===== src/rtl/fetch_pkg.sv =====
// Shared types and constants for the instruction fetch stage.
// Holds the fetch FSM encoding and the reset address.
package fetch_pkg;

  typedef enum logic [1:0] {
    IDLE,
    WAIT,
    DISCARD
  } fstate_t;

  localparam int unsigned RESET_ADDR = 0;

endpackage


===== src/rtl/fetch_if.sv =====
// Request/acknowledge program memory read port.
// The fetch unit is the master, the memory is the slave.
interface fetch_if #(
  parameter int AW = 16
) ();

  logic          mem_req;
  logic [AW-1:0] mem_addr;
  logic          mem_ack;
  logic [15:0]   mem_data;

  modport master (
    output mem_req,
    output mem_addr,
    input  mem_ack,
    input  mem_data
  );

  modport slave (
    input  mem_req,
    input  mem_addr,
    output mem_ack,
    output mem_data
  );

endinterface


===== src/rtl/fetch_queue.sv =====
// Prefetch FIFO of DEPTH 16-bit words with synchronous flush.
// Storage is not reset; only pointers and count are.
module fetch_queue #(
  parameter int DEPTH = 4
) (
  input  logic                       clk,
  input  logic                       clear,
  input  logic                       flush,
  input  logic                       push,
  input  logic                       pop,
  input  logic [15:0]                din,
  output logic [15:0]                dout,
  output logic [$clog2(DEPTH+1)-1:0] count
);

  localparam int CW = $clog2(DEPTH + 1);
  localparam int PW = $clog2(DEPTH);

  logic [15:0]   mem_q [DEPTH];
  logic [PW-1:0] rd_ptr_q, rd_ptr_d;
  logic [PW-1:0] wr_ptr_q, wr_ptr_d;
  logic [CW-1:0] count_q, count_d;

  always_comb begin
    rd_ptr_d = rd_ptr_q;
    wr_ptr_d = wr_ptr_q;
    count_d  = count_q;
    if (flush) begin
      rd_ptr_d = '0;
      wr_ptr_d = '0;
      count_d  = '0;
    end else begin
      if (push) wr_ptr_d = wr_ptr_q + 1'b1;
      if (pop)  rd_ptr_d = rd_ptr_q + 1'b1;
      count_d = count_q + CW'(push) - CW'(pop);
    end
  end

  always_ff @(posedge clk or posedge clear) begin
    if (clear) begin
      rd_ptr_q <= '0;
      wr_ptr_q <= '0;
      count_q  <= '0;
    end else begin
      rd_ptr_q <= rd_ptr_d;
      wr_ptr_q <= wr_ptr_d;
      count_q  <= count_d;
    end
  end

  always_ff @(posedge clk) begin
    if (push && !flush) mem_q[wr_ptr_q] <= din;
  end

  assign dout  = mem_q[rd_ptr_q];
  assign count = count_q;

endmodule


===== src/rtl/fetch_unit.sv =====
// Instruction fetch stage: prefetches sequential words into a queue
// and presents the word at pc; any non-sequential pc flushes and refetches.
module fetch_unit
  import fetch_pkg::*;
#(
  parameter int DEPTH = 4,
  parameter int AW    = 16
) (
  input  logic          clk,
  input  logic          clear,
  input  logic [AW-1:0] pc,
  input  logic          step,
  output logic [15:0]   ins,
  output logic          ins_valid,
  fetch_if.master       mem
);

  localparam int CW = $clog2(DEPTH + 1);

  fstate_t       fstate_q, fstate_d;
  logic [AW-1:0] head_addr_q, head_addr_d;
  logic [AW-1:0] fetch_addr_q, fetch_addr_d;
  logic [AW-1:0] mem_addr_q, mem_addr_d;
  logic          mem_req_q, mem_req_d;

  logic [CW-1:0] count;
  logic [15:0]   head_data;
  logic          hit;
  logic          pop;
  logic          push;
  logic          redirect;

  fetch_queue #(
    .DEPTH (DEPTH)
  ) u_queue (
    .clk   (clk),
    .clear (clear),
    .flush (redirect),
    .push  (push),
    .pop   (pop),
    .din   (mem.mem_data),
    .dout  (head_data),
    .count (count)
  );

  assign hit      = (count != '0) && (pc == head_addr_q);
  assign pop      = step && hit;
  assign redirect = (pc != head_addr_q) && !pop;

  assign ins_valid = hit;
  assign ins       = hit ? head_data : 16'h0000;

  assign mem.mem_req  = mem_req_q;
  assign mem.mem_addr = mem_addr_q;

  always_comb begin
    fstate_d     = fstate_q;
    head_addr_d  = head_addr_q;
    fetch_addr_d = fetch_addr_q;
    mem_addr_d   = mem_addr_q;
    mem_req_d    = mem_req_q;
    push         = 1'b0;
    if (pop) head_addr_d = head_addr_q + 1'b1;
    if (redirect) begin
      head_addr_d  = pc;
      fetch_addr_d = pc;
    end
    unique case (fstate_q)
      IDLE: begin
        // A request is only issued with a free slot, so its ack always fits.
        if (!redirect && count < CW'(DEPTH)) begin
          mem_req_d  = 1'b1;
          mem_addr_d = fetch_addr_q;
          fstate_d   = WAIT;
        end
      end
      WAIT: begin
        if (mem.mem_ack) begin
          mem_req_d = 1'b0;
          fstate_d  = IDLE;
          if (!redirect) begin
            push         = 1'b1;
            fetch_addr_d = fetch_addr_q + 1'b1;
          end
        end else if (redirect) begin
          fstate_d = DISCARD;
        end
      end
      DISCARD: begin
        if (mem.mem_ack) begin
          mem_req_d = 1'b0;
          fstate_d  = IDLE;
        end
      end
      default: fstate_d = IDLE;
    endcase
  end

  always_ff @(posedge clk or posedge clear) begin
    if (clear) begin
      fstate_q     <= IDLE;
      head_addr_q  <= AW'(RESET_ADDR);
      fetch_addr_q <= AW'(RESET_ADDR);
      mem_addr_q   <= AW'(RESET_ADDR);
      mem_req_q    <= 1'b0;
    end else begin
      fstate_q     <= fstate_d;
      head_addr_q  <= head_addr_d;
      fetch_addr_q <= fetch_addr_d;
      mem_addr_q   <= mem_addr_d;
      mem_req_q    <= mem_req_d;
    end
  end

endmodule


===== src/flat_wrapper.sv =====
// flat-port wrapper written by rule: the top's interface ports become plain ports
module fetch_unit_flat import fetch_pkg::*;
#(
  parameter int DEPTH = 4,
  parameter int AW    = 16
)
  (clk, clear, pc, step, ins, ins_valid, mem_mem_req, mem_mem_addr, mem_mem_ack, mem_mem_data);
  fetch_if #(.AW(AW)) mem_i ();
  input  logic clk;
  input  logic clear;
  input  logic [AW-1:0] pc;
  input  logic step;
  output logic [15:0] ins;
  output logic ins_valid;
  output wire logic [$bits(mem_i.mem_req)-1:0] mem_mem_req;
  output wire logic [$bits(mem_i.mem_addr)-1:0] mem_mem_addr;
  input wire logic [$bits(mem_i.mem_ack)-1:0] mem_mem_ack;
  input wire logic [$bits(mem_i.mem_data)-1:0] mem_mem_data;
  assign mem_mem_req = mem_i.mem_req;
  assign mem_mem_addr = mem_i.mem_addr;
  assign mem_i.mem_ack = mem_mem_ack;
  assign mem_i.mem_data = mem_mem_data;
  fetch_unit #(.DEPTH(DEPTH), .AW(AW)) u_core (.clk(clk), .clear(clear), .pc(pc), .step(step), .ins(ins), .ins_valid(ins_valid), .mem(mem_i));
endmodule

===== config.mk =====
export PLATFORM = sky130hd
export DESIGN_NAME = fetch_unit_flat
export DESIGN_NICKNAME = d
export VERILOG_FILES = /design/src/rtl/fetch_pkg.sv /design/src/rtl/fetch_if.sv /design/src/rtl/fetch_queue.sv /design/src/rtl/fetch_unit.sv /design/src/flat_wrapper.sv
export SDC_FILE = /design/constraint.sdc
export NUM_CORES = 1
export LEC_CHECK = 0
export CORE_ASPECT_RATIO = 1.2
export CORE_MARGIN = 1.5
export CORE_UTILIZATION = 45
export CTS_CLUSTER_DIAMETER = 80
export DETAILED_ROUTE_END_ITERATION = 10
export DONT_BUFFER_PORTS = 1
export GPL_TIMING_DRIVEN = 0
export PLACE_DENSITY = 0.64
export SLEW_MARGIN = 20
export SYNTH_ARGS = -nofsm -noshare
export SYNTH_HDL_FRONTEND = slang
export SYNTH_SLANG_ARGS = --single-unit

===== constraint.sdc =====
create_clock -name clk -period 3 [get_ports clk]
set_clock_uncertainty 0.15 [all_clocks]
set_input_delay 0.9 -clock clk [delete_from_list [all_inputs] [get_ports clk]]
set_output_delay 0.9 -clock clk [all_outputs]
set_load 0.01 [all_outputs]

==> results_dict.tcl, run 1 <==
set metrics [dict create \
    ys_seq_area_share_pct 60.94 \
    worstMarginPinSlew_ps 745.5 \
    wire_per_inst_um 19.57 \
    die-area_um2 12980 \
    fillCellCount 947 \
    ys_seq_elements 122 \
    failed_checks "negative setup slack" \
    cap_violations 0 \
    avgSynthCellArea_um2 13.63 \
    dr.pass1.iters 4 \
    ys_types 40 \
    worstSetupPathType "input pin to primary output" \
    async_reset_ff_share_pct 47.54 \
    cp_data_required_time_ps 1950 \
    max_stage_delay_ps 350 \
    htree_levels 4 \
    num-nets-final 494 \
    finalWorstPathRequiredPeriod_ps 3215 \
    slew_headroom_pct 49.92 \
    start_kind "input pin" \
    grt_use_total_pct 19.86 \
    via_per_inst 5.586 \
    antenna_found_initial 0 \
    setup_violations 18 \
    drv_slew 0 \
    dp_hpwl_mm 7.841 \
    cts_tree "yes" \
    fp.dieW_um 104.2 \
    synth-edff-count 64 \
    final_cell_mix "64 x edfxtp_1, 50 x dfrtp_1, 31 x a21oi_1, 25 x xnor2_1, 22 x buf_4" \
    start_util_pct 45.91 \
    hold_buffers 0 \
    portBuffers 0 \
    fin_crit_sh_pct 107.2 \
    fmax_mhz 311.0 \
    core-area_um2 12060 \
    clk_pin_slew_ps 50 \
    overflow 0 \
    rsz0062_at_grt "yes" \
    hp-class "input pin to async pin" \
    wl_mm 12.09 \
    cts_root_buffer "clkbuf_16" \
    critPathMaxFanout 7 \
    rrSetupSlack_ps -140 \
    cp_slowest_cell "nor4_4" \
    antennaDiodeCount 0 \
    setup_ws_ps -214.9 \
    pin_count 70 \
    path_cells "xnor2_4 -> nand4_1 -> nor4_4 -> buf_6 -> clkbuf_16 -> and3_4" \
    yosys_warnings 0 \
    end_kind "primary output" \
    final_common_cell "edfxtp_1" \
    numCtsBuffers 17 \
    worst_ir_drop_vdd_uv 368.8 \
    p_leak_nw 2.600 \
    clockBufferDepth 2 \
    status "complete, but fails checks" \
    r2r_cells 15 \
    place_congestion 0.8361 \
    rows 44 \
    detail-route-antenna-nets 0 \
    p_total_mw 3.755 \
    clkSinkCount 122 \
    critPathArrivalTime_ps 2160 \
    syn-num-nets 454 \
    route.vias.total 3452 \
    powerDensity_nw_per_um2 548.3 \
    drc 0 \
    grt_pass1_wl_mm 19.59 \
    final_hold_viol_count 0 \
    area_growth_pct 23.73 \
    clk_latency_ps 400 \
    timing.rr.start "u_core.head_addr_q[0]" \
    die_y_um 124.5 \
    synth_area_um2 5535 \
    fin_setup_tns_ps -3533 \
    syn-instance-count 406 \
    drive_gt1_share_pct 29.76 \
    drt_iter0_markers 98 \
    grt_max_degree 58 \
    synthFlopType "edfxtp_1" \
    startpoint "pc[0]" \
    first_global_vias 3680 \
]
## stage by stage
| step | utilization [%] | std cells | instance area [um2] | hold slack [ps] | setup slack (ps) |
|---|---|---|---|---|---|
| floorplan | - | 406 | 5623 | 335.8 | -269.2 |
| global placement | 48.31 | 567 | 5824 | 355.5 | -648.2 |
| detailed placement | 48.56 | 568 | 5854 | 358.9 | -665.6 |
| CTS | 55.78 | 609 | 6725 | 65.53 | -195.1 |
| global route | 56.81 | 618 | 6849 | 66.39 | -266.8 |
| finish | 56.81 | 618 | 6849 | 78.51 | -214.9 |
## what timing repair did
action,4_1_cts,5_1_grt
setup buffers,11,10
pin swaps,8,2
cloned,2,0
endpoints found under the setup margin,83,83
gates resized for setup,56,14
## final timing paths
| check | end |
|---|---|
| max | ins[10] |
| min | u_core.mem.mem_addr[1] |
| max reg2reg | u_core.u_queue.count[2] |
| min reg2reg | u_core.mem.mem_addr[15] |
| max in group asynchronous | u_core.head_addr_q[8] |
| min in group clk | u_core.mem.mem_addr[15] |
## cell usage after synthesis (all sizes together) (11+ instances only)
cell	n	area (um2)
nor2	21	78.83
and3	23	143.9
mux4	16	360.4
mux2	16	180.2
edfxtp	64	1922
clkbuf	13	48.80
xnor2	36	315.3
nand2	17	63.81
a21oi	31	155.2
dfrtp	58	1451
inv	12	45.04
nand4	11	68.82
xor2	14	122.6
ha	11	137.6
## worst max-delay path: cells and delay by family
family / cells / cell delay [ps]
xor gates and xnor gates: 1 / 160
and+or+nand+nor: 3 / 730
buffers and inverters: 2 / 370
## routing by layer
metal / vias to the layer above / GRT usage [%] / share of wire (%) / routed length [um]
met2: 98 / 33.93 / 52 / 6234
met5: - / 0 / 0 / 0
met4: 0 / 7.598 / 1.8 / 215
met3: 16 / 5.599 / 6.1 / 738
li1: 1569 / - / - / -
met1: 1769 / 23.81 / 41 / 4905
## cell families (layout without fill, tap and decap cells)
logic type	count (synthesis)	count (layout)	share of synthesized area, %
buffers and inverters	31	82	2.351
flip-flops	122	122	60.94
AO/OA/AOI/OAI	43	43	4.363
XOR/XNOR	50	50	7.911
adder cells (fa/ha/maj)	12	12	2.848
AND/OR/NAND/NOR	115	115	11.64
multiplexers	33	33	9.946
## sequential cells by signal (all words and copies together), names as in the netlist
name / flops
u_core.fetch_addr_q: 16
u_core.fstate_q: 2
u_core.head_addr_q: 16
u_core.mem.mem_addr: 16
u_core.mem.mem_req: 1
u_core.u_queue.count: 3
u_core.u_queue.mem_q: 64
u_core.u_queue.rd_ptr_q: 2
u_core.u_queue.wr_ptr_q: 2
## power by group
part | switching (mW) | total [mW] | internal (mW)
Sequential | 0.0335 | 1.83 | 1.79
Combinational | 0.0552 | 0.120 | 0.0644
Clock | 0.669 | 1.81 | 1.14
Total | 0.757 | 3.76 | 3.00
## layout make-up
cell class / instances / area (um2) / area share, %
Buffer: 16 / 172.7 / 2.521
Clock buffer: 24 / 461.7 / 6.741
Clock inverter: 6 / 55.05 / 0.8038
Inverter: 12 / 50.05 / 0.7307
Multi-Input combinational cell: 253 / 2308 / 33.70
Sequential cell: 122 / 3383 / 49.40
Tap cell: 161 / 201.4 / 2.941
Timing Repair Buffer: 24 / 216.5 / 3.160
(Power assumes the default switching activity.)
==> run 2: changes to the inputs <==
CORE_ASPECT_RATIO = 1.5   (was 1.2)
MAX_ROUTING_LAYER = met4   (was default)
REMOVE_ABC_BUFFERS = 1   (was default)
==> run 2 against run 1 <==
  * The run still ends with negative setup slack left
  * Clock power grew 10%
  * Maximum frequency grew 0.16%
  * Register-to-register slack gained 20 ps
  * Clock-buffer cell count shrank 7
  * Highest routed layer unchanged
==> results_dict.tcl, run 2 (synthesized netlist as in run 1, its figures left out) <==
set metrics [dict create \
    antennaDiodeCount 0 \
    portBuffers 0 \
    core-area_um2 12020 \
    final_common_cell "edfxtp_1" \
    fin_setup_tns_ps -2676 \
    final_hold_viol_count 0 \
    dr.pass1.iters 6 \
    p_leak_nw 2.548 \
    place_congestion 0.8036 \
    hold_buffers 0 \
    worstMarginPinSlew_ps 824.6 \
    detail-route-antenna-nets 0 \
    dp_hpwl_mm 7.444 \
    timing.rr.start "u_core.head_addr_q[0]" \
    drc 0 \
    power.share.switching_pct 21.63 \
    powerDensity_nw_per_um2 579.9 \
    drt_iter0_markers 94 \
    r2r_cells 14 \
    status "complete, but fails checks" \
    die_y_um 138.8 \
    num-nets-final 477 \
    start_kind "input pin" \
    area_growth_pct 22.78 \
    fin_area_um2 6797 \
    place_ws_ps -1269 \
    hp-class "input pin to async pin" \
    drv_slew 0 \
    finalWorstPathRequiredPeriod_ps 3210 \
    wire_per_inst_um 19.46 \
    fp.dieW_um 93.56 \
    final_cell_mix "64 x edfxtp_1, 49 x dfrtp_1, 31 x a21oi_1, 24 x xnor2_1, 21 x nor2_1" \
    power_switching_mw 0.8526 \
    timing.rr.end "u_core.u_queue.count[2]" \
    clockPowerShare_pct 50.7 \
    rows 49 \
    p_total_mw 3.941 \
    cp_data_required_time_ps 1950 \
    cts_tree "yes" \
    die-area_um2 12990 \
    drive_gt1_share_pct 29.86 \
    wl_mm 11.58 \
    power_frac_seq_pct 46.3 \
    critPathArrivalTime_ps 2160 \
    fmax_mhz 311.6 \
    cap_violations 0 \
    first_global_vias 3618 \
    grt_use_total_pct 19.24 \
    rsz0062_at_grt "yes" \
    antenna_found_initial 0 \
    top_register "u_core.u_queue.mem_q" \
    place_area_um2 5734 \
    route.vias.total 3304 \
    start_util_pct 46.06 \
    worst_ir_drop_vdd_uv 524.0 \
    setup_ws_ps -209.7 \
    overflow 0 \
    fin_crit_sh_pct 107.0 \
    p_int_mw 3.089 \
    setup_violations 17 \
    worstSetupPathType "input pin to primary output" \
    pin_count 70 \
    clk_pin_slew_ps 60 \
    clk_latency_ps 410 \
    end_kind "primary output" \
    numCtsBuffers 17 \
    holdWs_ps 144.4 \
    rrSetupSlack_ps -120 \
    clkSinkCount 122 \
    final_core_util_pct 56.56 \
    htree_levels 4 \
    combPwrFrac_pct 3.0 \
    slew_headroom_pct 45.03 \
    critPathMaxFanout 7 \
    grt_max_degree 43 \
    final_cell_count_no_fill 595 \
    cts_root_buffer "clkbuf_16" \
    largest_register_ffs 64 \
    dp_cells 546 \
    clockBufferDepth 2 \
    via_per_inst 5.553 \
    failed_checks "negative setup slack" \
    grt_pass1_wl_mm 18.14 \
]
## run 2: power by group through the flow
stage	clock [mW]	sequential, mW	combinational, mW
after floorplan	0	1.84	0.0717
after global placement	0	1.85	0.0883
after detailed placement	0	1.85	0.0938
after CTS	2.03	1.82	0.114
after global routing	2.10	1.83	0.134
final	2.00	1.82	0.120
## run 2: what timing repair did
action | CTS | global route
endpoints found under the setup margin | 100 | 83
buffers inserted | 13 | 6
gates cloned | 1 | 0
gates resized for setup | 45 | 24
pin swaps | 8 | 9
## run 2: area by class of cell
cell class,count,area (um2)
tap,153,191.4
timing repair buffer,23,260.3
clock buffer,17,425.4
inverter,12,50.05
clock inverter,15,165.2
sequential,122,3387
fill,979,5220
multi-input combinational,253,2317
## run 2: metal layers
layer  vias to the layer above  GRT usage (%)  wire length [um]
met5                         -              -                 0
met4                         0          6.756               229
met3                        16          6.689               698
met2                        75          33.75              6428
met1                      1673          19.51              4223
li1                       1540              -                 -
## run 2: worst max-delay path by stage
stage | from | to | slack [ps] | cells past startpoint
CTS | pc[0] | u_core.u_queue.count[2] | -160 | 14
floorplan | pc[1] | u_core.u_queue.count[2] | -3000 | 13
detailed placement | pc[15] | u_core.u_queue.count[2] | -1270 | 15
global placement | pc[15] | u_core.u_queue.count[2] | -5030 | 13
global route | pc[1] | ins[6] | -250 | 7
finish | pc[8] | ins[6] | -210 | 7
## run 2: worst max-delay path, cell delays in order
cell,delay (ps)
xnor2_2,150
nand4_1,150
nor4_4,370
buf_8,160
buf_6,100
buf_8,120
and3_4,210
